**src/rtl/serial_subtractor.sv**
```systemverilog
// Digit-serial subtractor: diff = a - b - bin, DIGIT bits per clock, start/busy/done handshake.
// Define SERIAL_SUBTRACTOR_OVF_EN to compile the signed-overflow flag; otherwise ovf is tied low.
module serial_subtractor #(
   parameter int WIDTH = 8,
   parameter int DIGIT = 1
) (
   input  logic             clk,
   input  logic             rst,
   input  logic             start,
   input  logic [WIDTH-1:0] a,
   input  logic [WIDTH-1:0] b,
   input  logic             bin,
   output logic             busy,
   output logic             done,
   output logic [WIDTH-1:0] diff,
   output logic             bout,
   output logic             ovf
);

   localparam int N  = WIDTH / DIGIT;
   localparam int CW = $clog2(N) + 1;

   typedef enum logic {
      IDLE = 1'b0,
      RUN  = 1'b1
   } state_t;

   state_t           state;
   logic [WIDTH-1:0] a_sh;
   logic [WIDTH-1:0] b_sh;
   logic [WIDTH-1:0] res_sh;
   logic             borrow_q;
   logic [CW-1:0]    cnt;

   logic [DIGIT-1:0] slice_diff;
   logic             slice_borrow;
   logic [WIDTH-1:0] res_next;
   logic             last;

`ifdef SERIAL_SUBTRACTOR_OVF_EN
   logic a_msb;
   logic b_msb;
`endif

   // Borrow ripples through the DIGIT bits of the current slice, seeded by the registered borrow.
   always_comb begin
      logic c;
      // NOTE: blocking assignments here are deliberate; c must update bit by bit within one evaluation.
      c          = borrow_q;
      slice_diff = '0;
      for (int i = 0; i < DIGIT; i++) begin
         slice_diff[i] = a_sh[i] ^ b_sh[i] ^ c;
         c             = (~a_sh[i] & b_sh[i]) | (~a_sh[i] & c) | (b_sh[i] & c);
      end
      slice_borrow = c;
   end

   // Slices enter at the top, so after N shifts the first slice sits in the LSBs.
   assign res_next = (res_sh >> DIGIT) | (WIDTH'(slice_diff) << (WIDTH - DIGIT));
   assign last     = (cnt == CW'(N - 1));

   always_ff @(posedge clk) begin
      if (rst) begin
         // NOTE: every register including the operand/result shifters is reset, so an abort leaves no stale state.
         state    <= IDLE;
         busy     <= 1'b0;
         done     <= 1'b0;
         diff     <= '0;
         bout     <= 1'b0;
         a_sh     <= '0;
         b_sh     <= '0;
         res_sh   <= '0;
         borrow_q <= 1'b0;
         cnt      <= '0;
`ifdef SERIAL_SUBTRACTOR_OVF_EN
         ovf      <= 1'b0;
         a_msb    <= 1'b0;
         b_msb    <= 1'b0;
`endif
      end else begin
         case (state)
            IDLE: begin
               done <= 1'b0;
               if (start) begin
                  a_sh     <= a;
                  b_sh     <= b;
                  borrow_q <= bin;
                  res_sh   <= '0;
                  cnt      <= '0;
                  busy     <= 1'b1;
                  state    <= RUN;
`ifdef SERIAL_SUBTRACTOR_OVF_EN
                  a_msb    <= a[WIDTH-1];
                  b_msb    <= b[WIDTH-1];
`endif
               end
            end
            RUN: begin
               a_sh     <= a_sh >> DIGIT;
               b_sh     <= b_sh >> DIGIT;
               res_sh   <= res_next;
               borrow_q <= slice_borrow;
               cnt      <= cnt + CW'(1);
               if (last) begin
                  state <= IDLE;
                  busy  <= 1'b0;
                  done  <= 1'b1;
                  diff  <= res_next;
                  bout  <= slice_borrow;
`ifdef SERIAL_SUBTRACTOR_OVF_EN
                  ovf   <= (a_msb != b_msb) & (res_next[WIDTH-1] != a_msb);
`endif
               end
            end
            default: state <= IDLE;
         endcase
      end
   end

`ifndef SERIAL_SUBTRACTOR_OVF_EN
   assign ovf = 1'b0;
`endif

endmodule

```
**config.mk**
```make
export PLATFORM = sky130hd
export DESIGN_NAME = serial_subtractor
export DESIGN_NICKNAME = d
export VERILOG_FILES = /design/src/rtl/serial_subtractor.sv
export SDC_FILE = /design/constraint.sdc
export NUM_CORES = 1
export LEC_CHECK = 0
export CORE_ASPECT_RATIO = 1.75
export CORE_MARGIN = 5
export CORE_UTILIZATION = 30
export DETAILED_ROUTE_END_ITERATION = 12
export DONT_BUFFER_PORTS = 1
export PLACE_DENSITY = 0.46
export SLEW_MARGIN = 20
export SYNTH_ARGS = -nofsm -noshare
export SYNTH_HDL_FRONTEND = slang
export SYNTH_SLANG_ARGS = --single-unit
```
**constraint.sdc**
```tcl
create_clock -name clk -period 1.86 [get_ports clk]
set_input_delay 0.186 -clock clk [delete_from_list [all_inputs] [get_ports clk]]
set_output_delay 0.186 -clock clk [all_outputs]
set_load 0.1 [all_outputs]
```
# Word level (Yosys, flattened, before mapping)
# Cells that the tools add are included.
op_classes:
  mux: 18
  n_div: 0
  n_shift: 0
  reduce_logical: 2
  n_bitwise: 10
  eq_ne: 3
  add_sub_neg: 1
  magnitude_cmp: 0
  n_mul: 0
op_table:
  columns: ["cell", "n"]
  rows:
  - ["case mux 8 bit (2 select lines)", 3]
  - ["two-way mux 8 bit", 3]
  - ["bitwise OR 7 x 8 -> 8 bit", 1]
  - ["case mux 1 bit (2 select lines)", 4]
  - ["case mux 4 bit (2 select lines)", 1]
  - ["two-way mux 1 bit", 6]
  - ["adder 4 x 1 -> 4 bit, second input constant", 1]
  - ["== test 4 x 3 -> 1 bit, second input constant", 1]
  - ["two-way mux 4 bit", 1]
  - ["AND reduction 2 bit", 2]
  - ["bitwise AND 1 bit", 3]
  - ["!= test 2 x 1 -> 1 bit, second input constant", 1]
  - ["!= test 2 bit, second input constant", 1]
  - ["inverter 1 bit", 2]
  - ["bitwise OR 1 bit", 2]
  - ["XOR 1 bit", 2]
totals:
  latch_bits: 0
  mem_count: 0
  input_bits: 20
  regBits: 41
  word_cells: 44
  output_inout_bits: 12
  mem_bits_ro: 0
  ramBits: 0

# Longest topological paths before layout
# Gate-level depths: netlist (run 1).
logic_depth:
  ltp_word: 5
  depth_mapped: 6
  depth_no_buf: 4

# Worst setup path after synthesis (run 1)
# No wires, ideal clock.
synth_path:
  kind: "register to register"
  start: "register, netlist name diff[7]"
  end: "register diff[7]"
  setup_ns: 0.086
  arrival_ns: 1.238
  n_path_buf: 0
  synth_period_minus_slack_ns: 1.324
  path_slack_ns: 0.536
  stages_incl_launch_ff: 3
  t_required_ns: 1.774
  cell_sequence: "dfxtp_1 nor2_1 a211oi_1"
synth_rtl:
  columns: ["element", "line", "rtl"]
  rows:
  - ["end signal, assigned", "108", "diff <= res_next;"]
  - ["end, declared", "15", "output logic [WIDTH-1:0] diff,"]

# Worst setup path after layout (run 1)
layout_path:
  start: "register cnt[0]"
  end: "register diff[7]"
layout_between:
  elab_chain_cells: 2
layout_rtl:
  columns: ["element", "line", "rtl"]
  rows:
  - ["start, declared", "33", "logic [CW-1:0] cnt;"]
  - ["start signal, assigned", "103", "cnt <= cnt + CW'(1);"]
  - ["== test 4 x 3 -> 1 bit", "60", "assign last = (cnt == CW'(N - 1));"]
  - ["AND reduction 2 bit (no source line)", null, null]
# No other way between the ends.
# A chain may end at the register's enable or synchronous reset.

==> results of run 1 <==
==> per-layer routing <==
metal / share of wire (%) / up-vias
li1: - / 668
met1: 41 / 589
met2: 52 / 19
met3: 5.1 / 6
met4: 2.1 / 0
met5: 0 / -
==> cell type report <==
cell class	count	area, um2
Clock buffer	7	96.3
Fill cell	616	3630
Inverter	5	18.8
Multi-Input combinational cell	136	782
Sequential cell	40	801
Tap cell	76	95.1
Timing Repair Buffer	14	118
==> cell usage in the layout, fill, tap and decap left out, types with 4 or more instances in the layout <==
cell type  netlist  final
nor3_1           5      5
a21oi_1         34     34
nand2_1         47     47
nor2_1          11     11
inv_1            4      4
clkbuf_8         0      7
nor3b_1          8      8
dfxtp_1         40     40
buf_4            2     13
mux2_2          15     15
==> worst max-delay path: stages, from the launching register on <==
cell,delay [ps]
dfxtp_1,380
ha_1,260
and4b_1,500
nor2_1,80
a211oi_1,200
==> worst max-delay path by stage <==
stage	endpoint	slack, ps	cells past startpoint	from
global placement	diff[7]	410	4	cnt[0]
finish	diff[7]	360	4	cnt[0]
CTS	diff[7]	340	4	cnt[0]
floorplan	diff[7]	540	2	diff[7]
detailed placement	diff[7]	360	4	cnt[0]
global route	diff[0]	280	4	cnt[0]
==> sequential cells by signal (all words and copies together), names as in the netlist <==
signal / flops
busy: 1
borrow_q: 1
b_sh: 8
cnt: 4
state: 1
diff: 8
bout: 1
done: 1
res_sh: 7
a_sh: 8
==> cell families (layout without fill, tap and decap cells) <==
kind of cell | after synthesis | after routing | synth area share, %
flip-flops | 40 | 40 | 47.4
AO/OA/AOI/OAI | 39 | 39 | 12.2
adder cells (fa/ha/maj) | 2 | 2 | 1.93
buffers and inverters | 19 | 26 | 6.29
multiplexers | 17 | 17 | 11.2
AND/OR/NAND/NOR | 77 | 77 | 20.7
other | 1 | 1 | 0.222
==> metrics by stage <==
step                      hold slack [ps]  std cells  setup slack (ps)
after detailed placement              261        270               356
after global routing                 87.2        278               275
after floorplan                       381        195               536
after global placement                259        270               413
after CTS                            61.8        278               341
final                                71.1        278               356
==> report_power, final <==
| group | internal, uW | switching (uW) | total [uW] |
|---|---|---|---|
| clock | 331 | 297 | 627 |
| combinational | 65.2 | 93.9 | 159 |
| sequential | 886 | 16.3 | 902 |
==> results.json, run 1 <==
{
  "firstDrtPassIters": 4,
  "antenna_found_initial": 0,
  "finalHoldViolCount": 0,
  "worstHoldStart": "start",
  "portBuffers": 0,
  "routed_wl_um": 3820,
  "grt_max_degree": 41,
  "ys_ff_latch": 40,
  "nets": 224,
  "p_leak_uw": 0.000720,
  "grt.met3_usage_pct": 3.51,
  "synthTopCellsByArea": "dfxtp_1 47%, nand2_1 10%, a21oi_1 10%",
  "arrival_ps": 1720,
  "synthDistinctLibCells": 26,
  "drive_above_1_share_pct": 18.8,
  "synth_top_cell_by_area": "dfxtp_1",
  "fp.coreArea_um2": 5540,
  "r2r_cells": 4,
  "start_util_pct": 30.5,
  "cap_violations": 0,
  "crit_type": "register to register",
  "synth_top_area_share_pct": 47.4,
  "r2r_end": "diff[7]",
  "grt_pass1_vias": 1300,
  "design_area_um2": 1910,
  "tritoncts": "done",
  "synth_area_um2": 1690,
  "grt_setup_unrepaired": "false",
  "synth_most_common_cell": "nand2_1",
  "gp_congestion": 0.669,
  "viasPerCell": 4.61,
  "ir_worst_vdd_v": 0.000407,
  "syn_inst": 195,
  "cp_data_required_time_ps": 2070,
  "powerDensity_nw_per_um2": 884,
  "clockBufferDepth": 2,
  "die_x_um": 66.7,
  "period_share_pct": 80.9,
  "gr-usage-met1_pct": 11.9,
  "drc_errors": 0,
  "final_util_pct": 34.5,
  "pin_count": 32,
  "antenna_left": 0,
  "syn-num-nets": 217,
  "syn_area_per_cell_um2": 8.66,
  "min_path_type": "input port to register",
  "fmax_mhz": 665,
  "final-setup-viol-count": 0,
  "dieArea_um2": 7290,
  "die_h_um": 109,
  "synth_common_cells": "47 x nand2_1, 40 x dfxtp_1, 34 x a21oi_1, 15 x mux2_2, 11 x nor2_1",
  "startpoint_type": "register",
  "wire_per_inst_um": 13.7,
  "ys_seq_area_share_pct": 47.4,
  "grtUsageTotal_pct": 11.3,
  "cts-root-buf": "clkbuf_8",
  "synth_ff_type": "dfxtp_1",
  "top_usage_layer": "met2",
  "total_power_uw": 1690,
  "min_period_ps": 1500,
  "htreeDepth": 2,
  "clkSinkCount": 40,
  "r2r_slack_ps": 360,
  "grt.overflow.total": 0,
  "clkTransAtPathRegs_ps": 80,
  "status": "finished, final reports clean",
  "ctsHoldBuffers": 1,
  "fin_tns_setup_ps": 0,
  "worst_skew_pair.late_latency_ps": 290,
  "postCtsSetupBuffers": 0,
  "fin_worst_skew_ps": 3.98,
  "min_path_cells": 2,
  "slew_violations": 0,
  "numCtsBuffers": 5,
  "drt_iter0_markers": 60,
  "dpl-instance-area_um2": 1790,
  "row_count": 36,
  "dpl.hpwl_um": 2500,
  "synth_async_sr_flop_share_pct": 0,
  "antenna-diode-count": 0,
  "ys.warnings.count": 0,
  "worst-path-max-fanout": 12,
  "synthToLayoutAreaGrowth_pct": 13.1,
  "grt_pass1_wl_um": 6180,
  "cts_resized": 0,
  "rr_startpoint": "cnt[0]",
  "synth_edf_count": 0,
  "vias": 1282,
  "worstSetupEndpointType": "register",
  "whs_endpoint": "res_sh[7]",
  "grt_util_met2_pct": 19.8
}
(Power assumes the default switching activity.)
==> run 2: changes to the inputs <==
Settings changed: ABC_AREA from default to 1.
Clock period 1.86 ns to 1.55 ns, I/O delays scaled along.
==> results.json, run 2 <==
{
  "status": "finished, final reports clean",
  "clkSinkCount": 40,
  "fp.coreArea_um2": 5630,
  "synth_ff_type": "dfxtp_1",
  "powerDensity_nw_per_um2": 995,
  "fin_tns_setup_ps": 0,
  "cap_violations": 0,
  "grt_pass1_wl_um": 6780,
  "cts_resized": 0,
  "start_util_pct": 30.9,
  "cp_data_required_time_ps": 1780,
  "top_regs": "a_sh: 8 flops, b_sh: 8 flops, diff: 8 flops",
  "syn_area_per_cell_um2": 6.97,
  "tritoncts": "done",
  "final_common_cell": "nand2_1",
  "die_h_um": 111,
  "worst_skew_pair.late_latency_ps": 290,
  "pin_count": 32,
  "rr_startpoint": "state",
  "dpl-instance-area_um2": 1900,
  "r2r_end": "diff[6]",
  "synth_top_cell_by_area": "dfxtp_1",
  "worstSetupEndpointType": "register",
  "grt.overflow.total": 0,
  "grt_pass1_vias": 1496,
  "synth_edf_count": 0,
  "total_power_uw": 2020,
  "grtUsageTotal_pct": 12.1,
  "synth_common_cells": "88 x nand2_1, 40 x dfxtp_1, 36 x inv_1, 33 x nand3_1, 19 x nor2_1",
  "final_cell_mix": "88 x nand2_1, 40 x dfxtp_1, 36 x inv_1",
  "p_leak_uw": 0.000967,
  "antenna_found_initial": 0,
  "min_period_ps": 1250,
  "slew_violations": 0,
  "fmax_mhz": 802,
  "antenna-diode-count": 0,
  "wire_per_inst_um": 11.9,
  "clockBufferDepth": 2,
  "vias": 1479,
  "drive_above_1_share_pct": 11.6,
  "ys_seq_area_share_pct": 46.0,
  "syn-num-nets": 272,
  "ir_worst_vdd_v": 0.000510,
  "die_x_um": 67.6,
  "r2r_cells": 5,
  "arrival_ps": 1480,
  "synthTopCellsByArea": "dfxtp_1 46%, nand2_1 19%, nand3_1 9.5%",
  "drt_iter0_markers": 42,
  "final-setup-viol-count": 0,
  "synthToLayoutAreaGrowth_pct": 16.3,
  "gp_congestion": 0.760,
  "min_path_type": "input port to register",
  "numCtsBuffers": 5,
  "crit_type": "register to register",
  "ys_ff_latch": 40,
  "dp_worst_setup_slack_ps": 291,
  "critPathLaunch": "state",
  "finalHoldViolCount": 0,
  "setup_ws_ps": 302,
  "grt_setup_unrepaired": "false",
  "ctsHoldBuffers": 3,
  "htreeDepth": 2,
  "cts-root-buf": "clkbuf_8",
  "worst-path-max-fanout": 8,
  "nets": 289,
  "dieArea_um2": 7490,
  "dpl.hpwl_um": 2930,
  "synth_area_um2": 1740,
  "routed_wl_um": 4100,
  "antenna_left": 0,
  "firstDrtPassIters": 4,
  "startpoint_type": "register",
  "r2r_slack_ps": 300,
  "syn_inst": 250,
  "synth_async_sr_flop_share_pct": 0,
  "period_share_pct": 80.5,
  "postCtsSetupBuffers": 0,
  "drc_errors": 0,
  "synthDistinctLibCells": 18,
  "grt_max_degree": 28,
  "design_area_um2": 2030,
  "synth_top_area_share_pct": 46.0,
  "portBuffers": 0,
  "fin_worst_skew_ps": 6.37,
  "ys.warnings.count": 0,
  "viasPerCell": 4.30,
  "row_count": 36,
  "clkTransAtPathRegs_ps": 80,
  "cp-endpoint": "diff[6]",
  "synth_most_common_cell": "nand2_1"
}
run 2: cell types whose count changed after synthesis, sizes merged, moves of 5 or more:
cell and change:
o21ai +8, nor3b -8, mux2 -15, inv +31, nand3 +31, nand2 +42
nor2 +11, nor3 -5, a21oi -29
run 2: worst max-delay path, stage by stage, from the launching register on:
cell     delay [ps]
dfxtp_1         540
nand4_1         240
buf_4           230
nand2_1          60
inv_1            30
nor2_1           90
run 2: cells by family (layout without fill, tap and decap cells):
| family | count (synthesis) | after routing | synth area share, % |
|---|---|---|---|
| and+or+nand+nor | 145 | 145 | 34.9 |
| AOI/OAI and AO/OA | 14 | 14 | 4.17 |
| adders and majority gates | 2 | 2 | 1.87 |
| DFF | 40 | 40 | 46.0 |
| buffers and inverters | 48 | 66 | 12.9 |
| other | 1 | 1 | 0.215 |
run 2: area by class of cell:
cell class                      instances  area, um2
Fill cell                             639       3600
Sequential cell                        40        801
Timing Repair Buffer                   22        185
Inverter                               36        135
Clock inverter                          2       10.0
Multi-Input combinational cell        162        717
Tap cell                               76       95.1
Clock buffer                            6       82.6
run 2: worst min-delay path by stage:
stage	startpoint	endpoint	slack (ps)	depth (start not counted)
2_1_floorplan	b[7]	b_sh[7]	300	2
3_3_place_gp	rst	a_sh[7]	230	1
3_5_place_dp	rst	a_sh[7]	230	1
4_1_cts	a[1]	a_sh[1]	50	4
5_1_grt	b[1]	b_sh[1]	60	4
6_report	a[1]	a_sh[1]	60	4
run 2: metal layers:
metal  GRT usage [%]  vias to the layer above  share of wire [%]
met5               0                        -                  0
met4            6.64                        0                3.0
met3            3.04                        7                3.0
met2            22.3                       23                 56
met1            11.3                      661                 38
li1                -                      788                  -
run 2: power by group:
| group | switching (uW) | leakage (uW) | total [uW] | internal (uW) |
|---|---|---|---|---|
| sequential | 22.3 | 0.000326 | 1080 | 1060 |
| clock | 370 | 0.0000510 | 726 | 356 |
| combinational | 137 | 0.000591 | 206 | 69.3 |
| total | 529 | 0.000967 | 2020 | 1490 |
run 2: stage by stage:
stage / std cells / util (%) / hold WS [ps]
floorplan: 250 / - / 298
global placement: 333 / 33.8 / 226
detailed placement: 333 / 33.8 / 228
CTS: 344 / 36.0 / 49.8
global route: 344 / 36.0 / 60.3
finish: 344 / 36.0 / 58.1
==> run 3: changes to the inputs <==
Settings changed: PLACE_DENSITY 0.46 to 0.47.
Clock period 1.55 ns to 1.1 ns, I/O delays scaled along.
==> results.json, run 3 (synthesis results as in run 2) <==
{
  "clkTransAtPathRegs_ps": 80,
  "clkSinkCount": 40,
  "crit_family": "adder cells",
  "die_x_um": 67.6,
  "r2r_slack_ps": -30,
  "cp_data_required_time_ps": 1290,
  "whs_endpoint": "b_sh[0]",
  "violations": "negative setup slack",
  "clockBufferDepth": 2,
  "numCtsBuffers": 5,
  "worst_skew_pair.late_latency_ps": 290,
  "drive_above_1_share_pct": 22.6,
  "grt_setup_unrepaired": "true",
  "firstDrtPassIters": 4,
  "fmax_mhz": 885,
  "nets": 300,
  "crit_type": "register to register",
  "fp.coreArea_um2": 5630,
  "arrival_ps": 1320,
  "grt_pass1_vias": 1552,
  "final-setup-viol-count": 12,
  "r2r_end": "diff[7]",
  "pin_count": 32,
  "dieArea_um2": 7490,
  "wire_per_inst_um": 12.0,
  "dpl.hpwl_um": 2840,
  "antenna-diode-count": 0,
  "powerDensity_nw_per_um2": 1290,
  "r2r_cells": 4,
  "cp.buffers_inverters": 0,
  "antenna_left": 0,
  "period_share_pct": 103,
  "grt.overflow.total": 0,
  "fin_worst_skew_ps": 3.14,
  "min_path_cells": 4,
  "start_util_pct": 30.9,
  "die_h_um": 111,
  "critPathMaxStageDelay_ps": 550,
  "startpoint_type": "register",
  "final_cell_mix": "85 x nand2_1, 36 x inv_1, 31 x nand3_1",
  "p_leak_uw": 0.00105,
  "worstSetupEndpointType": "register",
  "routed_wl_um": 4260,
  "min_path_type": "input port to register",
  "total_power_uw": 2900,
  "grt_max_degree": 28,
  "top_regs": "a_sh: 8 flops, b_sh: 8 flops, diff: 8 flops",
  "cpMostUsedCell": "nand2_1",
  "cap_violations": 0,
  "row_count": 36,
  "final_common_cell": "nand2_1",
  "worst-path-max-fanout": 2,
  "ir_worst_vdd_v": 0.000585,
  "gp_congestion": 0.747,
  "grtUsageTotal_pct": 12.1,
  "tritoncts": "done",
  "finalHoldViolCount": 0,
  "setup_ws_ps": -30.1,
  "cpMaxStageDelayCell": "fa_1",
  "rr_startpoint": "borrow_q",
  "crit_chain": "fa_1 -> nor2_1 -> nand2_1 -> nand2_1",
  "vias": 1563,
  "drc_errors": 0,
  "grt_pass1_wl_um": 6930,
  "worstHoldStart": "b[0]",
  "viasPerCell": 4.40,
  "cts-root-buf": "clkbuf_8",
  "status": "finished with violations",
  "synthToLayoutAreaGrowth_pct": 29.7,
  "slew_violations": 0,
  "min_period_ps": 1130,
  "portBuffers": 0,
  "drt_iter0_markers": 45,
  "htreeDepth": 2,
  "hold-worst-slack_ps": 11.8,
  "antenna_found_initial": 0
}
==> run 3: timing repair <==
item | in CTS | in global routing
setup buffers | 1 | 1
hold endpoints to repair | 9 | 0
hold buffers | 3 | 0
pin swaps | 3 | 4
resized for setup | 8 | 9
endpoints found under the setup margin | 12 | 35
cloned | 0 | 3
==> run 3: metal layers <==
| layer | wire length (um) | share of wire (%) | track usage [%] |
|---|---|---|---|
| met3 | 136 | 3.2 | 2.84 |
| met4 | 99 | 2.3 | 5.28 |
| met5 | 0 | 0 | 0 |
| met2 | 2410 | 56 | 22.3 |
| met1 | 1620 | 38 | 12.2 |
==> run 3: where the power goes <==
group | internal (uW) | switching [uW]
logic | 147 | 209
clock network | 512 | 506
registers | 1500 | 30.3
total | 2160 | 745
==> run 3: final cells by class <==
class / count / area, um2
Fill cell: 625 / 3370
Sequential cell: 40 / 822
Clock buffer: 8 / 90.1
Tap cell: 76 / 95.1
Inverter: 36 / 135
Multi-Input combinational cell: 163 / 758
Timing Repair Buffer: 32 / 359
==> run 3: worst max-delay path by stage <==
stage,from,endpoint,slack (ps),cells after the start
2_1_floorplan,borrow_q,diff[7],10,4
3_3_place_gp,cnt[0],diff[4],-70,6
3_5_place_dp,cnt[0],diff[6],-90,6
4_1_cts,borrow_q,diff[7],-40,4
5_1_grt,state,diff[1],-90,6
6_report,borrow_q,diff[7],-30,4
==> run 3: stage by stage <==
stage / utilization [%] / instance area (um2) / setup TNS [ps] / setup WS (ps) / std cells
6_report: 40.1 / 2260 / -109 / -30.1 / 355
3_3_place_gp: 36.0 / 2030 / -628 / -65.4 / 339
4_1_cts: 38.8 / 2180 / -43.7 / -41.2 / 351
3_5_place_dp: 36.0 / 2030 / -720 / -92.3 / 339
2_1_floorplan: - / 1760 / 0 / 9.99 / 250
5_1_grt: 40.1 / 2260 / -2060 / -93.0 / 355
==> run 3: worst register-to-register path: stages, from the launching register on <==
cell and delay, ps:
dfxtp_2 330, fa_1 550, nor2_1 50, nand2_1 60, nand2_1 40
